<file path="src/rtl/enigma_sched.sv">
// Character scheduler for the rotor chain: accepts one ASCII letter, steps the
// rotor position counters odometer-style, walks the letter forward through the
// rotors, through the fixed reflector, back through the rotors, and presents
// the resulting character. Exactly one letter is in flight at a time.
module enigma_sched #(
   parameter int NROT    = 3,
   parameter int TIMEOUT = 64
) (
   input  logic                clk,
   input  logic                reset_n,
   input  logic                in_valid,
   input  logic [7:0]          in_char,
   output logic                in_ready,
   output logic                out_valid,
   output logic [7:0]          out_char,
   input  logic                out_ready,
   input  logic                pos_clr,
   output logic [NROT-1:0]     rot_en,
   output logic [NROT-1:0]     rot_valid,
   output logic                rot_dec,
   output logic [7:0]          rot_din,
   input  logic [8*NROT-1:0]   rot_dout,
   input  logic [NROT-1:0]     rot_done,
   output logic [5*NROT-1:0]   pos,
   output logic                err
);

   localparam int KW = (NROT > 1) ? $clog2(NROT) : 1;
   localparam int TW = $clog2(TIMEOUT + 1);
   localparam logic [KW-1:0] K_LAST = KW'(NROT - 1);
   localparam logic [TW-1:0] T_LAST = TW'(TIMEOUT - 1);

   typedef enum logic [2:0] {
      IDLE      = 3'd0,
      STEP      = 3'd1,
      FWD_ISSUE = 3'd2,
      FWD_WAIT  = 3'd3,
      REFL      = 3'd4,
      BWD_ISSUE = 3'd5,
      BWD_WAIT  = 3'd6,
      OUT       = 3'd7
   } state_t;

   state_t              state_r, state_n;
   logic [7:0]          cur_r, cur_n;
   logic [KW-1:0]       k_r, k_n;
   logic [TW-1:0]       timer_r, timer_n;
   logic [5*NROT-1:0]   pos_r, pos_n;
   logic                err_r, err_n;

   logic                in_ready_r;
   logic                out_valid_r;
   logic [NROT-1:0]     rot_en_r;
   logic [NROT-1:0]     rot_valid_r;
   logic                rot_dec_r;

   logic                sel_done_s;
   logic [7:0]          sel_dout_s;

   // Rotor k steps when every faster rotor (index below k) sits at 25.
   function automatic logic [NROT-1:0] step_mask(input logic [5*NROT-1:0] p);
      logic [NROT-1:0] m;
      logic            carry;
      carry = 1'b1;
      for (int k = 0; k < NROT; k++) begin
         m[k]  = carry;
         carry = carry & (p[5*k +: 5] == 5'd25);
      end
      return m;
   endfunction

   // Advance the masked position counters, wrapping 25 back to 0.
   function automatic logic [5*NROT-1:0] step_pos(input logic [5*NROT-1:0] p,
                                                  input logic [NROT-1:0]   m);
      logic [5*NROT-1:0] r;
      r = p;
      for (int k = 0; k < NROT; k++) begin
         if (m[k]) begin
            r[5*k +: 5] = (p[5*k +: 5] == 5'd25) ? 5'd0 : p[5*k +: 5] + 5'd1;
         end else begin
            r[5*k +: 5] = p[5*k +: 5];
         end
      end
      return r;
   endfunction

   function automatic logic is_letter(input logic [7:0] c);
      return (c >= 8'd65) && (c <= 8'd90);
   endfunction

   assign sel_done_s = rot_done[k_r];
   assign sel_dout_s = rot_dout[8*k_r +: 8];

   // Next-state, datapath and timeout decisions for the letter sequencer.
   always_comb begin
      state_n = state_r;
      cur_n   = cur_r;
      k_n     = k_r;
      timer_n = timer_r;
      pos_n   = pos_r;
      err_n   = err_r;
      case (state_r)
         IDLE: begin
            // Clear first so an accept in the same cycle steps from zero.
            if (pos_clr) begin
               pos_n = '0;
            end else begin
               pos_n = pos_r;
            end
            if (in_valid && in_ready_r) begin
               cur_n   = in_char;
               state_n = is_letter(in_char) ? STEP : OUT;
            end else begin
               state_n = IDLE;
            end
         end
         STEP: begin
            pos_n   = step_pos(pos_r, step_mask(pos_r));
            k_n     = '0;
            state_n = FWD_ISSUE;
         end
         FWD_ISSUE: begin
            timer_n = '0;
            state_n = FWD_WAIT;
         end
         FWD_WAIT: begin
            if (sel_done_s) begin
               cur_n = sel_dout_s;
               if (k_r == K_LAST) begin
                  state_n = REFL;
               end else begin
                  k_n     = k_r + KW'(1);
                  state_n = FWD_ISSUE;
               end
            end else if (timer_r == T_LAST) begin
               err_n   = 1'b1;
               state_n = IDLE;
            end else begin
               timer_n = timer_r + TW'(1);
            end
         end
         REFL: begin
            // A<->Z, B<->Y ... M<->N; 'A'+'Z' = 155.
            cur_n   = 8'd155 - cur_r;
            k_n     = K_LAST;
            state_n = BWD_ISSUE;
         end
         BWD_ISSUE: begin
            timer_n = '0;
            state_n = BWD_WAIT;
         end
         BWD_WAIT: begin
            if (sel_done_s) begin
               cur_n = sel_dout_s;
               if (k_r == KW'(0)) begin
                  state_n = OUT;
               end else begin
                  k_n     = k_r - KW'(1);
                  state_n = BWD_ISSUE;
               end
            end else if (timer_r == T_LAST) begin
               err_n   = 1'b1;
               state_n = IDLE;
            end else begin
               timer_n = timer_r + TW'(1);
            end
         end
         OUT: begin
            if (out_ready) begin
               state_n = IDLE;
            end else begin
               state_n = OUT;
            end
         end
         default: begin
            state_n = IDLE;
         end
      endcase
   end

   // Sequencer state and datapath registers.
   always_ff @(posedge clk or negedge reset_n) begin
      if (!reset_n) begin
         state_r <= IDLE;
         cur_r   <= 8'd0;
         k_r     <= '0;
         timer_r <= '0;
         pos_r   <= '0;
         err_r   <= 1'b0;
      end else begin
         state_r <= state_n;
         cur_r   <= cur_n;
         k_r     <= k_n;
         timer_r <= timer_n;
         pos_r   <= pos_n;
         err_r   <= err_n;
      end
   end

   // Interface outputs registered from the next state so they line up with it.
   // in_ready comes up one cycle after reset release; acceptance is gated on it.
   always_ff @(posedge clk or negedge reset_n) begin
      if (!reset_n) begin
         in_ready_r  <= 1'b0;
         out_valid_r <= 1'b0;
         rot_en_r    <= '0;
         rot_valid_r <= '0;
         rot_dec_r   <= 1'b0;
      end else begin
         in_ready_r  <= (state_n == IDLE);
         out_valid_r <= (state_n == OUT);
         rot_en_r    <= (state_n == STEP) ? step_mask(pos_n) : '0;
         rot_valid_r <= ((state_n == FWD_ISSUE) || (state_n == BWD_ISSUE)) ?
                        (NROT'(1) << k_n) : '0;
         rot_dec_r   <= (state_n == BWD_ISSUE) || (state_n == BWD_WAIT);
      end
   end

   assign in_ready  = in_ready_r;
   assign out_valid = out_valid_r;
   assign out_char  = cur_r;
   assign rot_en    = rot_en_r;
   assign rot_valid = rot_valid_r;
   assign rot_dec   = rot_dec_r;
   assign rot_din   = cur_r;
   assign pos       = pos_r;
   assign err       = err_r;

endmodule

</file>
<file path="config.mk">
export PLATFORM = sky130hd
export DESIGN_NAME = enigma_sched
export DESIGN_NICKNAME = d
export VERILOG_FILES = /design/src/rtl/enigma_sched.sv
export SDC_FILE = /design/constraint.sdc
export NUM_CORES = 1
export LEC_CHECK = 0
export CORE_MARGIN = 5
export CORE_UTILIZATION = 40
export DETAILED_ROUTE_END_ITERATION = 8
export MAX_ROUTING_LAYER = met4
export PLACE_DENSITY = 0.69
export REMOVE_ABC_BUFFERS = 1
export SLEW_MARGIN = 20
export SYNTH_ARGS = -nofsm -noshare
export SYNTH_HDL_FRONTEND = slang
export SYNTH_SLANG_ARGS = --single-unit
</file>
<file path="constraint.sdc">
create_clock -name clk -period 3.47 [get_ports clk]
set_clock_uncertainty 0.1 [all_clocks]
set_input_delay 0.694 -clock clk [delete_from_list [all_inputs] [get_ports clk]]
set_output_delay 0.694 -clock clk [all_outputs]
set_load 0.005 [all_outputs]
</file>
==> results of run 1 <==
## cells in the mapped netlist, types with 2 or more instances
cell type	count	area (µm²)
a21oi_1	25	125
a41o_1	2	20.0
nand2_1	28	105
xor2_1	5	43.8
nand4b_1	2	17.5
nand3_1	18	90.1
nor3_1	5	25.0
a22o_1	2	17.5
o221a_2	2	22.5
o31ai_1	7	52.6
mux2i_1	10	100
a21o_1	3	22.5
or3_1	2	12.5
a31oi_1	2	12.5
nor2_1	33	124
a221oi_1	2	17.5
and4b_1	2	20.0
a21boi_0	2	15.0
or2_1	4	25.0
xnor2_1	3	26.3
and3_1	2	12.5
and4_1	2	17.5
o311a_1	2	20.0
nand2b_1	3	18.8
nand4_1	3	18.8
nor2b_1	8	50.1
or4_1	2	15.0
ha_1	12	150
dfrtp_1	45	1130
clkbuf_1	11	41.3
buf_4	8	60.1
o21ai_1	8	40.0
nor3b_1	3	22.5
o21ai_0	25	125
nor3_2	2	20.0
inv_1	11	41.3
## worst max-delay path: cells and delay by family
kind,cells,cell delay (ps)
mux,2,780
simple gates,3,500
compound gates,2,470
buf+inv,1,450
## kinds of logic after synthesis
group | Yosys count | synth area share [%]
XOR/XNOR | 8 | 2.48
multiplexers | 12 | 4.42
AO/OA/AOI/OAI | 90 | 19.7
flip-flops | 45 | 39.8
buffers and inverters | 34 | 5.88
AND/OR/NAND/NOR | 122 | 22.4
adder cells (fa/ha/maj) | 12 | 5.31
## through the flow
step | area, µm² | hold WS, ps | instances | setup slack (ps)
finish | 3760 | 290 | 489 | 682
global route | 3760 | 342 | 489 | 564
CTS | 3760 | 403 | 489 | 693
detailed placement | 3660 | 375 | 482 | 398
global placement | 3660 | 393 | 482 | 481
floorplan | 2710 | 298 | 302 | 888
## cell type report
class	count	share of cell area [%]
Tap cell	96	3.19
Multi-Input combinational cell	244	40.8
Clock buffer	5	1.83
Sequential cell	45	29.9
Timing Repair Buffer	84	22.0
Clock inverter	2	0.931
Inverter	13	1.30
## state kept, by name, summed over array words and instances, names as in the netlist
| name | flops |
|---|---|
| err | 1 |
| in_ready | 1 |
| k_r | 2 |
| out_char | 8 |
| out_valid | 1 |
| pos | 15 |
| rot_dec | 1 |
| rot_en | 3 |
| rot_valid | 3 |
| state_r | 3 |
| timer_r | 7 |
## worst paths after layout
kind                       slack [ps]      endpoint   startpoint
setup / recovery                  680  rot_valid[1]  rot_done[2]
hold / removal                    290           err      reset_n
setup reg to reg                  860  rot_valid[1]       k_r[1]
hold reg to reg                   400           err          err
max in group asynchronous        2590   out_char[1]      reset_n
min in group clk                  400           err          err
## layer usage
layer	vias up	routed length, µm	track usage [%]	share of wire (%)
li1	1294	-	-	-
met3	5	313	2.32	4.5
met1	1257	3160	21.2	45
met5	-	0	-	0
met2	78	3500	29.0	50
met4	0	65	4.81	0.92
## where the power goes
part	total, mW	internal, mW	switching (mW)
sequential	0.890	0.667	0.222
combinational	1.55	0.753	0.793
clock	0.375	0.209	0.166
==> metrics.csv, run 1 <==
metric;value;unit
outcome;completed;
fp.dieH;94.1;µm
setup_tns;0;ps
synth_area;2830;µm²
cp.arrival;2900;ps
syn-instance-count;323;
final_cell_mix;79 x clkdlybuf4s50_1, 45 x dfrtp_1, 33 x nor2_1;
dp.final_hpwl;5540;µm
synth_edf_count;0;
viasPerCell;5.39;
overflow;0;
io_pins;81;
insertion_delay;290;ps
ctsHoldBuffers;0;
critPathRequiredTime;3580;ps
cp_max_fo;11;
antenna_cells;0;
tightest_slew;678;ps
cts_buffers;5;
drtIter0Drc;123;
yosysSeqAreaShare;39.8;%
pwr_density_cell;747;nW/µm²
min_path_type;input pin to async pin;
vias;2634;
p_total;2.81;mW
synthArstFlopShare;100;%
power.leakage;1.57;nW
dieArea;8850;µm²
wl_per_cell;14.4;µm
ys_ff_latch;45;
final_core_util;55.1;%
fin_nets;445;
drt-total-wl;7030;µm
finalCritPeriodShare;80.3;%
multi_input_area;1540;µm²
dieWidth;94.1;µm
cts_resized;0;
final_common_cell;clkdlybuf4s50_1;
cp_slowest_cell;clkdlybuf4s50_1;
slew_headroom;54.5;%
reg2regPathDepth;6;
ys.flop_type;dfrtp_1;
ir_drop;0.396;mV
cts_root_buffer;clkbuf_8;
yosysWarnings;0;
cp-end-kind;register;
clk_pin_slew;80;ps
slowest_delay;450;ps
portBuffers;80;
route.detailed.drc;0;
seqCellArea;1130;µm²
rsz0062_at_grt;no;
path_cells;clkdlybuf4s50_1 -> nand2b_1 -> mux2i_2 -> a21boi_0 -> o221a_2 -> or2_1 -> mux2_2 -> nor3_2;
hold_viol;0;
cap_violations;0;
clock_sinks;45;
area_growth_syn_to_layout;33.0;%
critPathLaunchType;input pin;
syn-mean-instance-area;8.76;µm²
core;6830;µm²
cts_setup_buffers;0;
cts_tree;done;
cts_buffer_depth;2;
grt_util_all_layers;17.0;%
routabilityCongestion;0.907;
grt_antenna_before_repair;0;
fmax;0.359;GHz
core.rowCount;30;
h-tree-depth;2;
drive_gt1_share;5.60;%
grt_max_degree;46;
worstSetupPathType;input pin to register;
period_needed;2790;ps
synthDistinctLibCells;53;
firstDrtPassIters;4;
slew_viol_final;0;
drtAntennaViolNets;0;
grt_pass1_vias;2602;
grt_first_pass_wirelength;12000;µm
n_fill_cell;626;
setup_violations;0;
initial_core_util;41.4;%
Note: power is estimated with default switching activity, not from simulation.
==> run 2: changes to the inputs <==
--- a/config.mk
+++ b/config.mk
@@ -9,7 +9,7 @@
 export CORE_UTILIZATION = 40
 export DETAILED_ROUTE_END_ITERATION = 8
 export MAX_ROUTING_LAYER = met4
-export PLACE_DENSITY = 0.69
+export PLACE_DENSITY = 0.72
 export REMOVE_ABC_BUFFERS = 1
 export SLEW_MARGIN = 20
 export SYNTH_ARGS = -nofsm -noshare
==> constraint.sdc (replaced) <==
create_clock -name clk -period 2.56 [get_ports clk]
set_clock_uncertainty 0.1 [all_clocks]
set_input_delay 0.512 -clock clk [delete_from_list [all_inputs] [get_ports clk]]
set_output_delay 0.512 -clock clk [all_outputs]
set_load 0.005 [all_outputs]
==> run 2 against run 1 <==
  * Clock-buffer cell count is 1 higher
  * Global-route usage grew 0.88 points
  * Power rose by 47%
  * Critical path type unchanged
==> metrics.csv, run 2 (synthesis results as in run 1) <==
metric;value;unit;change
outcome;completed;;
slew_headroom;52.4;%;-2.1 points
clkPwrFrac;13.7;%;+0.4 points
critPathRequiredTime;2680;ps;-900 ps
cell_internal_pwr;2.44;mW;+50%
routabilityCongestion;0.930;;+2.4%
tightest_slew;709;ps;+31.2 ps
clock_sinks;45;;unchanged
n_fill_cell;639;;+2.1%
route.detailed.drc;0;;unchanged
grt_first_pass_wirelength;12400;µm;+3.8%
min_path_type;input pin to async pin;;
cp-end-kind;register;;
initial_core_util;41.4;%;unchanged
drtAntennaViolNets;0;;unchanged
vias;2749;;+4.4%
finalCritPeriodShare;97.9;%;
grt_util_all_layers;17.9;%;+0.88 points
period_needed;2510;ps;
wl_per_cell;14.9;µm;+3.3%
cp.arrival;2620;ps;-280 ps
dp.final_hpwl;6020;µm;+8.7%
cap_violations;0;;unchanged
insertion_delay;290;ps;about the same
cts_buffer_depth;2;;unchanged
fp.dieH;94.1;µm;unchanged
largest_register_ffs;15;;unchanged
core;6830;µm²;unchanged
drive_gt1_share;11.0;%;+5.4 points
setup_tns;0;ps;unchanged
cts_buffers;5;;unchanged
combinationalPowerShare;58.6;%;+3.6 points
h-tree-depth;2;;unchanged
dieWidth;94.1;µm;unchanged
io_pins;81;;unchanged
ctsHoldBuffers;0;;unchanged
grt_max_degree;46;;unchanged
seqPwrFrac;27.7;%;-3.9 points
rsz0062_at_grt;no;;
critPathLaunchType;input pin;;
final_core_util;57.9;%;+2.8 points
cp_max_fo;3;;-8
cp_slowest_cell;clkdlybuf4s50_1;;
worstSetupPathType;input pin to register;;
fin_nets;468;;+5.2%
slew_viol_final;0;;unchanged
firstDrtPassIters;4;;unchanged
hold_viol;0;;unchanged
pwr_density_cell;1040;nW/µm²;+40%
cts_tree;done;;
viasPerCell;5.36;;-0.52%
ir_drop;0.657;mV;+66%
grt_pass1_vias;2673;;+2.7%
clk_pin_slew;90;ps;about the same
dieArea;8850;µm²;unchanged
core.rowCount;30;;unchanged
post-place-ws;-233;ps;-631 ps
path_cells;clkdlybuf4s50_1 -> nand2b_1 -> mux2i_2 -> buf_4 -> buf_4 -> a21boi_0 -> o221a_2 -> or2_1 -> mux2_2 -> nor3_2;;
portBuffers;80;;unchanged
antenna_cells;0;;unchanged
drtIter0Drc;111;;-9.8%
fin_ws;54.5;ps;-628 ps
power.leakage;1.70;nW;+8.5%
setup_violations;0;;unchanged
final_common_cell;clkdlybuf4s50_1;;
cp_common_cell;buf_4;;
cts_root_buffer;clkbuf_8;;
slowest_delay;460;ps;about the same
p_sw;1.68;mW;+43%
fmax;0.399;GHz;
overflow;0;;unchanged
grt_antenna_before_repair;0;;unchanged
drt-total-wl;7620;µm;+8.4%
area_growth_syn_to_layout;39.8;%;
p_sw_share;40.8;%;-1.2 points
final_cell_mix;77 x clkdlybuf4s50_1, 45 x dfrtp_1, 33 x nor2_1;;
-- run 2: layer usage --
metal	vias to the layer above	GRT usage (%)	routed length (µm)
li1	1338	-	-
met1	1307	23.1	3460
met2	91	29.0	3610
met3	13	2.80	425
met4	0	5.66	135
met5	-	-	0
-- run 2: power by group through the flow --
stage	clock network, mW	logic [mW]	registers [mW]
after floorplan	0	1.23	1.20
after global placement	0	2.35	1.15
after detailed placement	0	2.40	1.15
after CTS	0.577	2.41	1.14
after global routing	0.599	2.66	1.18
final	0.565	2.42	1.14
-- run 2: cell type report --
cell class	instances	area, µm²	share of cell area [%]
multi-input combinational	244	1540	38.8
sequential	45	1130	28.5
timing repair buffer	107	1000	25.4
tap	96	120	3.04
clock buffer	6	82.6	2.09
inverter	13	48.8	1.23
clock inverter	2	37.5	0.949
-- run 2: path summary, 6_finish.rpt --
| kind | start | end | slack (ps) | cells past startpoint |
|---|---|---|---|---|
| max in group asynchronous | reset_n | pos[11] | 1780 | 2 |
| worst max-delay path | rot_done[2] | rot_valid[0] | 50 | 10 |
| min in group clk | err | err | 410 | 2 |
| worst min register to register | err | err | 410 | 2 |
| worst max register to register | timer_r[0] | rot_en[2] | 190 | 8 |
| worst min-delay path | reset_n | rot_dec | 190 | 2 |
-- run 2: through the flow --
step	total power, mW	instance area [µm²]	instances	hold slack (ps)
floorplan	2.43	2710	302	116
global placement	3.50	3820	504	381
detailed placement	3.55	3820	504	384
CTS	4.12	3940	512	210
global route	4.44	3960	513	246
finish	4.13	3960	513	189
-- run 2: timing repair --
item                                    in CTS  in global routing
endpoints found under the setup margin       0                  1
buffers inserted                             0                  1
resized for setup                            0                  2
-- run 2: critical path: cells and delay by family --
family	cells	cell delay, ps
multiplexers	2	560
buffers and inverters	3	730
AND/OR/NAND/NOR	3	440
AO/OA/AOI/OAI	2	370
==> run 3: changes to the inputs <==
--- a/config.mk
+++ b/config.mk
@@ -7,8 +7,8 @@
 export LEC_CHECK = 0
 export CORE_MARGIN = 5
 export CORE_UTILIZATION = 40
+export CTS_CLUSTER_DIAMETER = 40
 export DETAILED_ROUTE_END_ITERATION = 8
-export MAX_ROUTING_LAYER = met4
 export PLACE_DENSITY = 0.72
 export REMOVE_ABC_BUFFERS = 1
 export SLEW_MARGIN = 20
==> run 3 against run 2 <==
  * Worst setup slack improved by 3.8 ps
  * Non-clock buffer count unchanged
  * Combinational power about the same
  * Global-route usage decreased by 0.47 points
  * Core utilization stayed put
  * Via count is 0.40% lower
  * Design area unchanged
  * Flip-flop and latch count is the same
  * First-iteration DRC count shrank 20%
  * Die area is the same
  * Hold slack got worse by 7.1 ps
  * Maximum frequency grew 0.15%
==> metrics.csv, run 3 (synthesis results as in run 1) <==
metric;value;unit;change
outcome;completed;;
grt_util_all_layers;17.5;%;-0.47 points
critPathLaunchType;input pin;;
grt_max_degree;46;;unchanged
p_total;4.13;mW;about the same
finalCritPeriodShare;97.7;%;-0.15 points
clk_pin_slew;90;ps;about the same
slowest_delay;460;ps;about the same
grt_first_pass_wirelength;12500;µm;+0.17%
grt_pass1_vias;2670;;-0.11%
cp_max_fo;3;;unchanged
dp.cells;504;;unchanged
cap_violations;0;;unchanged
pwr_density_cell;1040;nW/µm²;about the same
drive_gt1_share;11.0;%;unchanged
final_cell_mix;77 x clkdlybuf4s50_1, 45 x dfrtp_1, 33 x nor2_1;;
final_common_cell;clkdlybuf4s50_1;;
core.rowCount;30;;unchanged
drtAntennaViolNets;0;;unchanged
largest_register_ffs;15;;unchanged
core;6830;µm²;unchanged
cts_root_buffer;clkbuf_8;;
reg2regPathDepth;8;;unchanged
wl_per_cell;14.8;µm;-0.47%
ir_drop;0.655;mV;-0.30%
drt-total-wl;7590;µm;-0.47%
critPathRequiredTime;2680;ps;about the same
cts_tree;done;;
dpl_cell_area;3820;µm²;unchanged
cp_slowest_cell;clkdlybuf4s50_1;;
fin_ws;58.2;ps;+3.75 ps
area_growth_syn_to_layout;39.8;%;unchanged
cp.arrival;2620;ps;about the same
cp_common_cell;buf_4;;
fp.dieH;94.1;µm;unchanged
dp.final_hpwl;6020;µm;unchanged
route.detailed.drc;0;;unchanged
crit_path_start;rot_done[2];;
clock_sinks;45;;unchanged
vias;2738;;-0.40%
insertion_delay;300;ps;about the same
drtIter0Drc;89;;-20%
overflow;0;;unchanged
viasPerCell;5.34;;-0.40%
setup_violations;0;;unchanged
fin_nets;468;;unchanged
initial_core_util;41.4;%;unchanged
cts_buffers;5;;unchanged
slew_headroom;52.1;%;-0.30 points
slew_viol_final;0;;unchanged
antenna_cells;0;;unchanged
fmax;0.400;GHz;+0.15%
whs;182;ps;-7.07 ps
power.leakage;1.70;nW;unchanged
tightest_slew;713;ps;+4.45 ps
period_needed;2500;ps;-3.75 ps
routabilityCongestion;0.914;;-1.7%
post-place-ws;-233;ps;unchanged
h-tree-depth;2;;unchanged
n_fill_cell;639;;unchanged
cp-end-kind;register;;
path_depth;10;;unchanged
dieWidth;94.1;µm;unchanged
rsz0062_at_grt;no;;
crit_buf_inv;3;;unchanged
io_pins;81;;unchanged
worst_r2r_startpoint;timer_r[0];;
finalInstanceArea;3960;µm²;unchanged
ctsHoldBuffers;0;;unchanged
hold_viol;0;;unchanged
fin_cells;513;;unchanged
min_path_type;input pin to async pin;;
firstDrtPassIters;4;;unchanged
portBuffers;80;;unchanged
cp_top_family;buffers and inverters;;
dieArea;8850;µm²;unchanged
path_cells;clkdlybuf4s50_1 -> nand2b_1 -> mux2i_2 -> buf_4 -> buf_4 -> a21boi_0 -> o221a_2 -> or2_1 -> mux2_2 -> nor3_2;;
worstSetupPathType;input pin to register;;
cts_buffer_depth;2;;unchanged
grt_antenna_before_repair;0;;unchanged
-- run 3: path summary, 6_finish.rpt --
| path | endpoint | slack [ps] |
|---|---|---|
| min in group clk | err | 410 |
| max in group asynchronous | timer_r[4] | 1800 |
| max reg2reg | rot_en[2] | 190 |
| min | rot_dec | 180 |
| min reg2reg | err | 410 |
| max | rot_valid[0] | 60 |
-- run 3: layout make-up --
class	instances	area (µm²)	share of cell area, %
Multi-Input combinational cell	244	1540	38.8
Sequential cell	45	1130	28.5
Timing Repair Buffer	107	1000	25.4
Tap cell	96	120	3.04
Clock buffer	6	82.6	2.09
Inverter	13	48.8	1.23
Clock inverter	2	37.5	0.949
-- run 3: worst reg2reg max path, stage by stage (launching register included) --
cell and delay [ps]:
dfrtp_1 410, ha_1 230, nand2_1 110, nor3_1 90
or4_1 480, and3_4 200, nor4_4 270, and4_1 240
and4_1 180
-- run 3: repair_timing --
action	CTS	global route
resized for setup	0	2
endpoints found under the hold margin	0	0
setup endpoints to repair	0	1
setup buffers	0	1
-- run 3: metal layers --
layer | up-vias | global-route usage (%) | wire length (µm)
met3 | 11 | 3.45 | 471
met4 | 0 | 5.66 | 123
met1 | 1304 | 22.8 | 3380
met5 | - | 0 | 0
li1 | 1339 | - | -
met2 | 84 | 28.9 | 3610
-- run 3: metrics by stage --
stage / utilization [%] / setup TNS, ps
4_1_cts: 57.7 / 0
6_report: 57.9 / 0
5_1_grt: 57.9 / 0
3_3_place_gp: 56.0 / -640
2_1_floorplan: - / -22.5
3_5_place_dp: 56.0 / -929
-- run 3: report_power, final --
group	total [mW]	switching (mW)	internal, mW
Sequential	1.14	0.237	0.906
Combinational	2.42	1.20	1.22
Clock	0.566	0.249	0.318
Total	4.13	1.68	2.44
